==> src/rtl/axi_llc_cfg_seq.sv <==
// LLC configuration sequencer: writes the SPM and flush way masks over RegBus, commits
// them, then polls the flushed-status register until the requested ways are flushed.
module axi_llc_cfg_seq #(
    parameter int unsigned NumWays    = 8,
    parameter logic [31:0] BaseAddr   = 32'h0,
    parameter logic [31:0] OffSpm     = 32'h00,
    parameter logic [31:0] OffFlush   = 32'h08,
    parameter logic [31:0] OffCommit  = 32'h10,
    parameter logic [31:0] OffFlushed = 32'h18,
    parameter int unsigned PollGap    = 16,
    parameter int unsigned PollMax    = 1024
) (
    input  logic               clk_i,
    input  logic               rst_i,
    input  logic               start_i,
    input  logic [NumWays-1:0] spm_mask_i,
    input  logic [NumWays-1:0] flush_mask_i,
    output logic               busy_o,
    output logic               done_o,
    output logic               err_o,
    output logic [1:0]         err_code_o,
    output logic [31:0]        reg_addr_o,
    output logic               reg_write_o,
    output logic [31:0]        reg_wdata_o,
    output logic [3:0]         reg_wstrb_o,
    output logic               reg_valid_o,
    input  logic [31:0]        reg_rdata_i,
    input  logic               reg_error_i,
    input  logic               reg_ready_i
);

    localparam logic [2:0] IDLE      = 3'd0;
    localparam logic [2:0] WR_SPM    = 3'd1;
    localparam logic [2:0] WR_FLUSH  = 3'd2;
    localparam logic [2:0] WR_COMMIT = 3'd3;
    localparam logic [2:0] RD_STAT   = 3'd4;
    localparam logic [2:0] GAP       = 3'd5;
    localparam logic [2:0] FIN       = 3'd6;

    localparam logic [1:0]  ERR_BUS     = 2'd1;
    localparam logic [1:0]  ERR_TIMEOUT = 2'd2;
    localparam logic [15:0] POLL_MAX_W  = 16'(PollMax);
    localparam logic [7:0]  GAP_LOAD    = 8'(PollGap - 1);

    logic [2:0]         state;
    logic [NumWays-1:0] spm_q;
    logic [NumWays-1:0] flush_q;
    logic [15:0]        poll_cnt;
    logic [7:0]         gap_cnt;
    logic               fin_err;

    logic [31:0] spm_ext;
    logic [31:0] flush_ext;
    logic        xfer_done;
    logic        status_ok;
    logic        flush_any;
    logic [15:0] poll_inc;
    logic        unused_rdata;

    assign unused_rdata = ^reg_rdata_i;

    always_comb begin
        spm_ext                  = '0;
        flush_ext                = '0;
        spm_ext[NumWays-1:0]     = spm_q;
        flush_ext[NumWays-1:0]   = flush_q;
    end

    assign xfer_done = reg_valid_o & reg_ready_i;
    assign status_ok = (reg_rdata_i[NumWays-1:0] & flush_q) == flush_q;
    assign flush_any = |flush_q;
    assign poll_inc  = poll_cnt + 16'd1;

    assign busy_o = (state != IDLE);
    assign done_o = (state == FIN) & ~fin_err;
    assign err_o  = (state == FIN) &  fin_err;

    // Request fields are a pure decode of state and the captured masks, so they
    // hold steady while a slave stalls and never depend on the response inputs.
    always_comb begin
        reg_valid_o = 1'b0;
        reg_write_o = 1'b0;
        reg_addr_o  = '0;
        reg_wdata_o = '0;
        reg_wstrb_o = '0;
        case (state)
            WR_SPM: begin
                reg_valid_o = 1'b1;
                reg_write_o = 1'b1;
                reg_addr_o  = BaseAddr + OffSpm;
                reg_wdata_o = spm_ext;
                reg_wstrb_o = 4'hF;
            end
            WR_FLUSH: begin
                reg_valid_o = 1'b1;
                reg_write_o = 1'b1;
                reg_addr_o  = BaseAddr + OffFlush;
                reg_wdata_o = flush_ext;
                reg_wstrb_o = 4'hF;
            end
            WR_COMMIT: begin
                reg_valid_o = 1'b1;
                reg_write_o = 1'b1;
                reg_addr_o  = BaseAddr + OffCommit;
                reg_wdata_o = 32'h1;
                reg_wstrb_o = 4'hF;
            end
            RD_STAT: begin
                reg_valid_o = 1'b1;
                reg_addr_o  = BaseAddr + OffFlushed;
            end
            default: ;
        endcase
    end

    // Sequence control; a bus error on any completed transfer aborts straight to FIN.
    always_ff @(posedge clk_i or posedge rst_i) begin
        if (rst_i) begin
            state      <= IDLE;
            spm_q      <= '0;
            flush_q    <= '0;
            poll_cnt   <= '0;
            gap_cnt    <= '0;
            fin_err    <= 1'b0;
            err_code_o <= 2'd0;
        end else begin
            case (state)
                IDLE: if (start_i) begin
                    spm_q      <= spm_mask_i;
                    flush_q    <= flush_mask_i;
                    poll_cnt   <= '0;
                    fin_err    <= 1'b0;
                    err_code_o <= 2'd0;
                    state      <= WR_SPM;
                end
                WR_SPM: if (xfer_done) begin
                    if (reg_error_i) begin
                        err_code_o <= ERR_BUS;
                        fin_err    <= 1'b1;
                        state      <= FIN;
                    end else begin
                        state <= flush_any ? WR_FLUSH : WR_COMMIT;
                    end
                end
                WR_FLUSH: if (xfer_done) begin
                    if (reg_error_i) begin
                        err_code_o <= ERR_BUS;
                        fin_err    <= 1'b1;
                        state      <= FIN;
                    end else begin
                        state <= WR_COMMIT;
                    end
                end
                WR_COMMIT: if (xfer_done) begin
                    if (reg_error_i) begin
                        err_code_o <= ERR_BUS;
                        fin_err    <= 1'b1;
                        state      <= FIN;
                    end else begin
                        state <= flush_any ? RD_STAT : FIN;
                    end
                end
                RD_STAT: if (xfer_done) begin
                    poll_cnt <= poll_inc;
                    if (reg_error_i) begin
                        err_code_o <= ERR_BUS;
                        fin_err    <= 1'b1;
                        state      <= FIN;
                    end else if (status_ok) begin
                        state <= FIN;
                    end else if (poll_inc == POLL_MAX_W) begin
                        err_code_o <= ERR_TIMEOUT;
                        fin_err    <= 1'b1;
                        state      <= FIN;
                    end else begin
                        gap_cnt <= GAP_LOAD;
                        state   <= GAP;
                    end
                end
                GAP: begin
                    if (gap_cnt == 8'd0) begin
                        state <= RD_STAT;
                    end else begin
                        gap_cnt <= gap_cnt - 8'd1;
                    end
                end
                FIN: state <= IDLE;
                default: state <= IDLE;
            endcase
        end
    end

endmodule

==> config.mk <==
export PLATFORM = sky130hd
export DESIGN_NAME = axi_llc_cfg_seq
export DESIGN_NICKNAME = d
export VERILOG_FILES = /design/src/rtl/axi_llc_cfg_seq.sv
export SDC_FILE = /design/constraint.sdc
export NUM_CORES = 1
export LEC_CHECK = 0
export ABC_CLOCK_PERIOD_IN_PS = 5400
export CAP_MARGIN = 20
export CORE_AREA = 2 2 86 88
export DETAILED_ROUTE_END_ITERATION = 10
export DIE_AREA = 0 0 88 90
export PLACE_DENSITY = 0.84
export SYNTH_ARGS = -nofsm -noshare
export SYNTH_HDL_FRONTEND = slang
export SYNTH_SLANG_ARGS = --single-unit
==> constraint.sdc <==
create_clock -name clk_i -period 5.4 [get_ports clk_i]
set_input_delay 0.81 -clock clk_i [delete_from_list [all_inputs] [get_ports clk_i]]
set_output_delay 0.81 -clock clk_i [all_outputs]
set_load 0.02 [all_outputs]
==> impl_metrics.tcl, run 1 <==
set metrics [dict create \
    status "finished clean" \
    drt_wl_total_mm 6.74 \
    routedWlPerCell_microns 13.6 \
    rows 31 \
    hpwl_mm 4.86 \
    insertion_delay_ns 0.30 \
    rsz0062_at_grt "no" \
    dr.pass1.iters 4 \
    ys_ff_latch 46 \
    crit_type "register to output port" \
    dp.cells 489 \
    cellLeakagePower_uw 0.00161 \
    critPathArrivalTime_ns 2.47 \
    crit_fanout 10 \
    crit_required_ns 4.59 \
    grt_max_degree 47 \
    hold_viol 0 \
    critPathSlowestCell "clkdlybuf4s50_1" \
    finalClockSkew_ns 0.0121 \
    antenna_cells 0 \
    clock_sinks 46 \
    h-tree-depth 2 \
    drv_cap 0 \
    grt_overflow 0 \
    nNetsFinal 453 \
    synth_edf_count 0 \
    yosysSeqAreaShare_pct 36.1 \
    cts_tree "built" \
    chipHeight_microns 90 \
    synthArstFlopShare_pct 100 \
    final_area_sq_mm 0.00359 \
    coreArea_sq_mm 0.00702 \
    dpl_cell_area_sq_mm 0.00348 \
    syn_to_final_growth_pct 12.5 \
    period_share_pct 60.8 \
    cts_root_buffer "clkbuf_8" \
    critPathMaxStageDelay_ns 0.64 \
    timing.max_slew.rel_slack_pct 33.0 \
    ys_warn_count 0 \
    crit_path_end_kind "output port" \
    setup_violations 0 \
    clockBufferDepth 2 \
    synth_area_sq_mm 0.00319 \
    cpMostUsedCell "nor2_1" \
    synthCells 365 \
    route.detailed.drc 0 \
    start_kind "register" \
    final_cell_mix "conb_1 (54), clkdlybuf4s50_1 (49), dfrtp_1 (46)" \
    finalSetupTns_ns 0 \
    ctsHoldBuffers 0 \
    start_util_pct 45.5 \
    drt_iter0_drc 177 \
    ioPinCount 128 \
    synth_area_per_cell_sq_um 8.75 \
    period_minus_slack_ns 3.28 \
    hp-class "register to register" \
    ant_nets 0 \
    vias 2583 \
    cts_resized 0 \
    postCtsSetupRepairBufs 0 \
    drv_slew 0 \
    worstPathCellList "inv_1, nor2_1, a22oi_1, nor2_1, clkdlybuf4s50_1" \
    final_common_cell "conb_1" \
    antenna_found_initial 0 \
    grt_pass1_wl_mm 11.2 \
    gp_congestion 0.805 \
    finalPower_uw 1590 \
    pwr_density_cell_mw_per_mm2 443 \
    die-area_sq_mm 0.00792 \
    synthDistinctLibCells 63 \
    clk_pin_slew_worst_paths_ns 0.09 \
    vias_per_cell 5.20 \
    cts_buffers 5 \
    die_w_microns 88 \
    drive_gt1_share_pct 8.04 \
    ir_drop_uv 294 \
    synth_top_flop_cell "dfrtp_1" \
    layout.cells.non_filler 497 \
    grt_pass1_vias 2445 \
    timing.fmax_mhz 305 \
    grt_usage_pct 17.4 \
    portBuffers 49 \
    tightest_slew_ns 1.01 \
]
==> kinds of logic after synthesis <==
logic type | Yosys count | share of synthesized area, %
flops | 46 | 36.1
buf+inv | 94 | 18.5
mux | 17 | 5.96
simple gates | 113 | 18.8
fa+ha+maj | 3 | 1.18
compound gates | 81 | 16.7
xor+xnor | 10 | 2.74
other cells | 1 | 0.117
==> worst paths after layout <==
check / from / depth (start not counted) / slack (ns) / end
max: state[1]$_DFFE_PP0P_ / 5 / 2.12 / reg_wdata_o[4]
min: spm_q[0]$_DFFE_PP0P_ / 1 / 0.51 / spm_q[0]$_DFFE_PP0P_
max reg2reg: poll_cnt[0]$_DFFE_PP0P_ / 8 / 2.82 / gap_cnt[4]$_DFFE_PP0P_
min reg2reg: spm_q[0]$_DFFE_PP0P_ / 1 / 0.51 / spm_q[0]$_DFFE_PP0P_
max in group asynchronous: rst_i / 3 / 4.05 / poll_cnt[5]$_DFFE_PP0P_
min in group asynchronous: rst_i / 3 / 0.96 / flush_q[6]$_DFFE_PP0P_
==> cells in the mapped netlist, types with 6 or more instances <==
cell type | n | share of area (%)
clkbuf_1 | 12 | 1.4
xnor2_1 | 6 | 1.6
a22oi_1 | 9 | 2.1
a21oi_1 | 10 | 1.6
nor2_1 | 28 | 3.3
dfrtp_1 | 46 | 36
and3_1 | 7 | 1.4
mux2_2 | 12 | 4.2
nand3_1 | 12 | 1.9
nand2_1 | 28 | 3.3
inv_1 | 16 | 1.9
nor3_1 | 6 | 0.94
o21ai_0 | 25 | 3.9
buf_4 | 60 | 14
==> layer usage <==
layer / global-route usage [%] / part of all wire, % / up-vias
li1: - / - / 1230
met1: 22.7 / 42 / 1243
met2: 28.5 / 50 / 102
met3: 3.86 / 7.0 / 8
met4: 5.38 / 1.2 / 0
met5: 0 / 0 / -
==> report_power, final <==
part           internal [uW]  switching [uW]  total (uW)
clock                    129             120         250
combinational            339             426         764
sequential               446             130         576
==> worst max-delay path, delay by kind of cell, from the launching register on <==
family | cells | cell delay [ns]
buffers and inverters | 2 | 0.78
and+or+nand+nor | 2 | 0.67
DFF | 1 | 0.53
AOI/OAI and AO/OA | 1 | 0.19
==> per-stage QoR <==
stage,hold WS [ns],utilization (%),setup WS [ns]
detailed placement,0.496,49.6,2.52
finish,0.512,51.2,2.12
global route,0.540,51.2,1.99
global placement,0.479,49.6,2.56
floorplan,0.465,-,3.13
CTS,0.515,51.2,2.17
==> flip-flops by register name (all words and copies together) (netlist names) <==
signal and cells:
state 3, err_code_o 2, fin_err 1, poll_cnt 16, flush_q 8, gap_cnt 8, spm_q 8
==> cell type report <==
type | instances | area [sq um]
clock buffers | 8 | 110
multi-input cells | 278 | 1650
flip-flops and latches | 46 | 1150
fillers | 623 | 3430
well taps | 99 | 124
repair buffers | 50 | 498
inverters | 16 | 60.1
Power figures use the tool's default switching activity.
==> run 2, diff against run 1 <==
==> config.mk (replaced) <==
export PLATFORM = sky130hd
export DESIGN_NAME = axi_llc_cfg_seq
export DESIGN_NICKNAME = d
export VERILOG_FILES = /design/src/rtl/axi_llc_cfg_seq.sv
export SDC_FILE = /design/constraint.sdc
export NUM_CORES = 1
export LEC_CHECK = 0
export ABC_CLOCK_PERIOD_IN_PS = 2800
export CAP_MARGIN = 20
export CORE_AREA = 2 2 93 95
export DETAILED_ROUTE_END_ITERATION = 10
export DIE_AREA = 0 0 95 97
export PLACE_DENSITY = 0.76
export SYNTH_ARGS = -nofsm -noshare
export SYNTH_HDL_FRONTEND = slang
export SYNTH_SLANG_ARGS = --single-unit
==> constraint.sdc (replaced) <==
create_clock -name clk_i -period 2.8 [get_ports clk_i]
set_input_delay 0.42 -clock clk_i [delete_from_list [all_inputs] [get_ports clk_i]]
set_output_delay 0.42 -clock clk_i [all_outputs]
set_load 0.02 [all_outputs]
==> run 2 against run 1 <==
Effect of this change:
- total power grew 92%
- largest cell class unchanged
- via count grew 1.5%
- critical endpoint is now reg_wdata_o[5]
- sequential power grew 88%
- largest power group unchanged
- cell count grew 2.4%
- wire length grew 2.4%
- first-iteration DRC count shrank 13%
- non-clock buffer count grew 6
==> impl_metrics.tcl, run 2 (same netlist as run 1, synthesis figures left out) <==
set metrics [dict create \
    status "finished clean" \
    rows 33 \
    met3_usage_pct 3.74 \
    crit_required_ns 2.38 \
    crit_fanout 10 \
    met2_usage_pct 24.9 \
    cts_resized 0 \
    final_common_cell "conb_1" \
    finalSetupTns_ns 0 \
    postCtsSetupRepairBufs 0 \
    die-area_sq_mm 0.00922 \
    vias_per_cell 5.15 \
    nNetsFinal 459 \
    clockBufferDepth 2 \
    finalPower_uw 3050 \
    drive_gt1_share_pct 9.65 \
    route.detailed.drc 0 \
    drt_iter0_drc 154 \
    largest_reg_flops 16 \
    hp-class "input port to async pin" \
    cts_buffers 5 \
    insertion_delay_ns 0.31 \
    start_kind "register" \
    ctsHoldBuffers 0 \
    grt_pass1_wl_mm 11.4 \
    grt_usage_pct 15.4 \
    layout_setup_ws_ns 0.202 \
    coreArea_sq_mm 0.00813 \
    timing.fmax_mhz 385 \
    dr.pass1.iters 4 \
    drv_cap 0 \
    grt_max_degree 33 \
    busiest_layer "met2" \
    pwr_density_cell_mw_per_mm2 841 \
    rsz0062_at_grt "no" \
    dp_slack_ns 0.300 \
    cellLeakagePower_uw 0.00163 \
    syn_to_final_growth_pct 13.7 \
    critPathArrivalTime_ns 2.18 \
    period_share_pct 92.8 \
    h-tree-depth 2 \
    dpl_cell_area_sq_mm 0.00354 \
    routedWlPerCell_microns 13.6 \
    start_util_pct 39.3 \
    drv_slew 0 \
    hpwl_mm 5.11 \
    final_area_sq_mm 0.00363 \
    antenna_cells 0 \
    antenna_found_initial 0 \
    clock_sinks 46 \
    ioPinCount 128 \
    final_cell_mix "conb_1 (54), clkdlybuf4s50_1 (49), dfrtp_1 (46)" \
    timing.max_slew.rel_slack_pct 59.8 \
    drt_wl_total_mm 6.90 \
    grt_overflow 0 \
    clk_pin_slew_worst_paths_ns 0.09 \
    hold_viol 0 \
    use_met1_pct 20.1 \
    finalClockSkew_ns 0.0107 \
    grt_pass1_vias 2445 \
    period_minus_slack_ns 2.60 \
    tightest_slew_ns 0.603 \
    setup_violations 0 \
    largest_register "poll_cnt" \
    portBuffers 49 \
    ant_nets 0 \
    ir_drop_uv 478 \
    vias 2621 \
    cts_tree "built" \
    chipHeight_microns 97 \
    crit_type "register to output port" \
    cts_root_buffer "clkbuf_8" \
    final_core_util_pct 44.6 \
    gp_congestion 0.834 \
    die_w_microns 95 \
    crit_path_end_kind "output port" \
]
[run 2: cell types whose count changed in the layout (fill, tap and decap cells not counted), sizes merged]
cell      change
buf           +6
clkbuf        -2
inv           +1
clkinvlp      +1
[run 2: area by class of cell]
class | instances | area (sq um)
Clock inverter | 2 | 12.5
Multi-Input combinational cell | 278 | 1650
Tap cell | 105 | 131
Fill cell | 772 | 4500
Clock buffer | 6 | 82.6
Inverter | 16 | 60.1
Sequential cell | 46 | 1150
Timing Repair Buffer | 56 | 543
[run 2: final timing paths]
kind / start / to / slack, ns / cells past startpoint
setup / recovery: state[1]$_DFFE_PP0P_ / reg_wdata_o[5] / 0.20 / 4
hold / removal: rst_i / gap_cnt[4]$_DFFE_PP0P_ / 0.38 / 2
setup reg to reg: poll_cnt[0]$_DFFE_PP0P_ / gap_cnt[4]$_DFFE_PP0P_ / 0.26 / 8
hold reg to reg: spm_q[5]$_DFFE_PP0P_ / spm_q[5]$_DFFE_PP0P_ / 0.52 / 1
max in group asynchronous: rst_i / spm_q[6]$_DFFE_PP0P_ / 1.70 / 3
min in group clk_i: spm_q[5]$_DFFE_PP0P_ / spm_q[5]$_DFFE_PP0P_ / 0.52 / 1
[run 2: per-layer routing]
layer | wire length, microns | vias up | share of wire [%]
met5 | 0 | - | 0
met4 | 123 | 0 | 1.8
met3 | 426 | 13 | 6.2
met2 | 3430 | 112 | 50
met1 | 2920 | 1250 | 42
li1 | - | 1246 | -
[run 2: metrics by stage]
| step | cells | hold WS [ns] |
|---|---|---|
| after floorplan | 418 | 0.465 |
| after global placement | 501 | 0.478 |
| after detailed placement | 501 | 0.491 |
| after CTS | 509 | 0.384 |
| after global routing | 509 | 0.395 |
| final | 509 | 0.381 |
[run 2: report_power, final]
group	total [uW]	internal [uW]	switching (uW)	leakage, uW
clock network	432	199	233	0.0000472
logic	1540	687	853	0.00101
registers	1080	861	219	0.000580
total	3050	1750	1310	0.00163
[run 2: worst max-delay path, stage by stage (launching register included)]
cell and delay, ns:
dfrtp_1 0.50, nor2b_1 0.46, a22oi_1 0.12, nor2_1 0.16
clkdlybuf4s50_1 0.64
==> run 3, diff against run 2 <==
--- a/config.mk
+++ b/config.mk
@@ -10,6 +10,7 @@
 export CORE_AREA = 2 2 93 95
 export DETAILED_ROUTE_END_ITERATION = 10
 export DIE_AREA = 0 0 95 97
+export MAX_ROUTING_LAYER = met4
 export PLACE_DENSITY = 0.76
 export SYNTH_ARGS = -nofsm -noshare
 export SYNTH_HDL_FRONTEND = slang
==> run 3 against run 2 <==
Effect of this change:
- clock-buffer cell count unchanged
- first-iteration DRC count up 20%
- register-to-register slack about the same
- combinational power about the same
- wire length up 0.81%
- fmax down 0.42%
- highest routed layer unchanged
==> impl_metrics.tcl, run 3 (same netlist as run 1, synthesis figures left out) <==
set metrics [dict create \
    status "finished clean" \
    p_sw_uw 1320 \
    tightest_slew_ns 0.616 \
    dp_slack_ns 0.300 \
    crit_path_end_kind "output port" \
    grt_pass1_vias 2445 \
    finalSetupTns_ns 0 \
    chipHeight_microns 97 \
    ioPinCount 128 \
    gp_congestion 0.847 \
    cellLeakagePower_uw 0.00163 \
    hold_viol 0 \
    grt_pass1_wl_mm 11.5 \
    netSwitchingFraction_pct 43.0 \
    antenna_cells 0 \
    critPathArrivalTime_ns 2.19 \
    timing.max_slew.rel_slack_pct 58.9 \
    drive_gt1_share_pct 9.65 \
    crit_type "register to output port" \
    timing.fmax_mhz 383 \
    seq_power_share_pct 35.3 \
    coreArea_sq_mm 0.00813 \
    final_core_util_pct 44.6 \
    grt_overflow 0 \
    dp.cells 501 \
    cts_resized 0 \
    final_cell_mix "conb_1 (54), clkdlybuf4s50_1 (49), dfrtp_1 (46)" \
    drv_cap 0 \
    hp-class "input port to async pin" \
    drt_wl_total_mm 6.96 \
    period_share_pct 93.2 \
    layout_setup_ws_ns 0.191 \
    cts_buffers 5 \
    layout.cells.non_filler 509 \
    final_common_cell "conb_1" \
    drt_iter0_drc 185 \
    p_clk_share_pct 14.3 \
    largest_register "poll_cnt" \
    grt_usage_pct 15.9 \
    syn_to_final_growth_pct 13.7 \
    hpwl_mm 5.11 \
    h-tree-depth 2 \
    pwr-share-comb_pct 50.4 \
    vias 2630 \
    cts_tree "built" \
    clockBufferDepth 2 \
    crit_required_ns 2.38 \
    ir_drop_uv 478 \
    start_util_pct 39.3 \
    die_w_microns 95 \
    insertion_delay_ns 0.31 \
    clock_sinks 46 \
    crit_fanout 10 \
    start_kind "register" \
    dr.pass1.iters 4 \
    period_minus_slack_ns 2.61 \
    cts_root_buffer "clkbuf_8" \
    portBuffers 49 \
    rsz0062_at_grt "no" \
    n_fill_cell 772 \
    ant_nets 0 \
    largest_reg_flops 16 \
    pwr_density_cell_mw_per_mm2 843 \
    die-area_sq_mm 0.00922 \
    setup_violations 0 \
    clk_pin_slew_worst_paths_ns 0.09 \
    grt_max_degree 33 \
    ctsHoldBuffers 0 \
    postCtsSetupRepairBufs 0 \
    drv_slew 0 \
    route.detailed.drc 0 \
    antenna_found_initial 0 \
    finalClockSkew_ns 0.0126 \
    vias_per_cell 5.17 \
    p_int_uw 1750 \
    nNetsFinal 459 \
    finalPower_uw 3060 \
    rows 33 \
    routedWlPerCell_microns 13.7 \
]
run 3: cell counts in the layout (fill, tap and decap cells not counted):
Identical to the previous run, type by type.
run 3: final cells by class:
type	count	area [sq um]	area share (%)
timing repair buffer	56	543	15.0
multi-input combinational	278	1650	45.5
sequential	46	1150	31.7
tap	105	131	3.62
inverter	16	60.1	1.65
clock buffer	6	82.6	2.27
clock inverter	2	12.5	0.345
run 3: metal layers:
layer	vias up	wire, microns	global-route usage (%)
li1	1248	-	-
met1	1266	2990	20.3
met2	103	3410	24.9
met3	13	435	3.74
met4	0	123	5.24
met5	-	0	-
run 3: worst paths after layout:
path	end	cells after the start	start	slack, ns
hold reg to reg	spm_q[5]$_DFFE_PP0P_	1	spm_q[5]$_DFFE_PP0P_	0.51
min in group clk_i	spm_q[5]$_DFFE_PP0P_	1	spm_q[5]$_DFFE_PP0P_	0.51
setup / recovery	reg_wdata_o[5]	4	state[1]$_DFFE_PP0P_	0.19
hold / removal	poll_cnt[2]$_DFFE_PP0P_	2	rst_i	0.37
setup reg to reg	gap_cnt[4]$_DFFE_PP0P_	8	poll_cnt[0]$_DFFE_PP0P_	0.27
max in group asynchronous	spm_q[6]$_DFFE_PP0P_	3	rst_i	1.70
run 3: through the flow:
step	hold slack, ns	instance area (sq um)
finish	0.374	3630
global route	0.393	3630
CTS	0.384	3630
detailed placement	0.491	3540
global placement	0.478	3540
floorplan	0.465	3390
run 3: power groups by stage:
stage / clock network, uW / registers (uW) / logic (uW)
2_1_floorplan: 0 / 991 / 1160
3_3_place_gp: 0 / 1070 / 1500
3_5_place_dp: 0 / 1090 / 1540
4_1_cts: 442 / 1070 / 1550
5_1_grt: 477 / 1110 / 1700
6_report: 439 / 1080 / 1540
run 3: critical path: stages, from the launching register on:
cell	delay, ns
dfrtp_1	0.50
nor2b_1	0.47
a22oi_1	0.12
nor2_1	0.16
clkdlybuf4s50_1	0.64
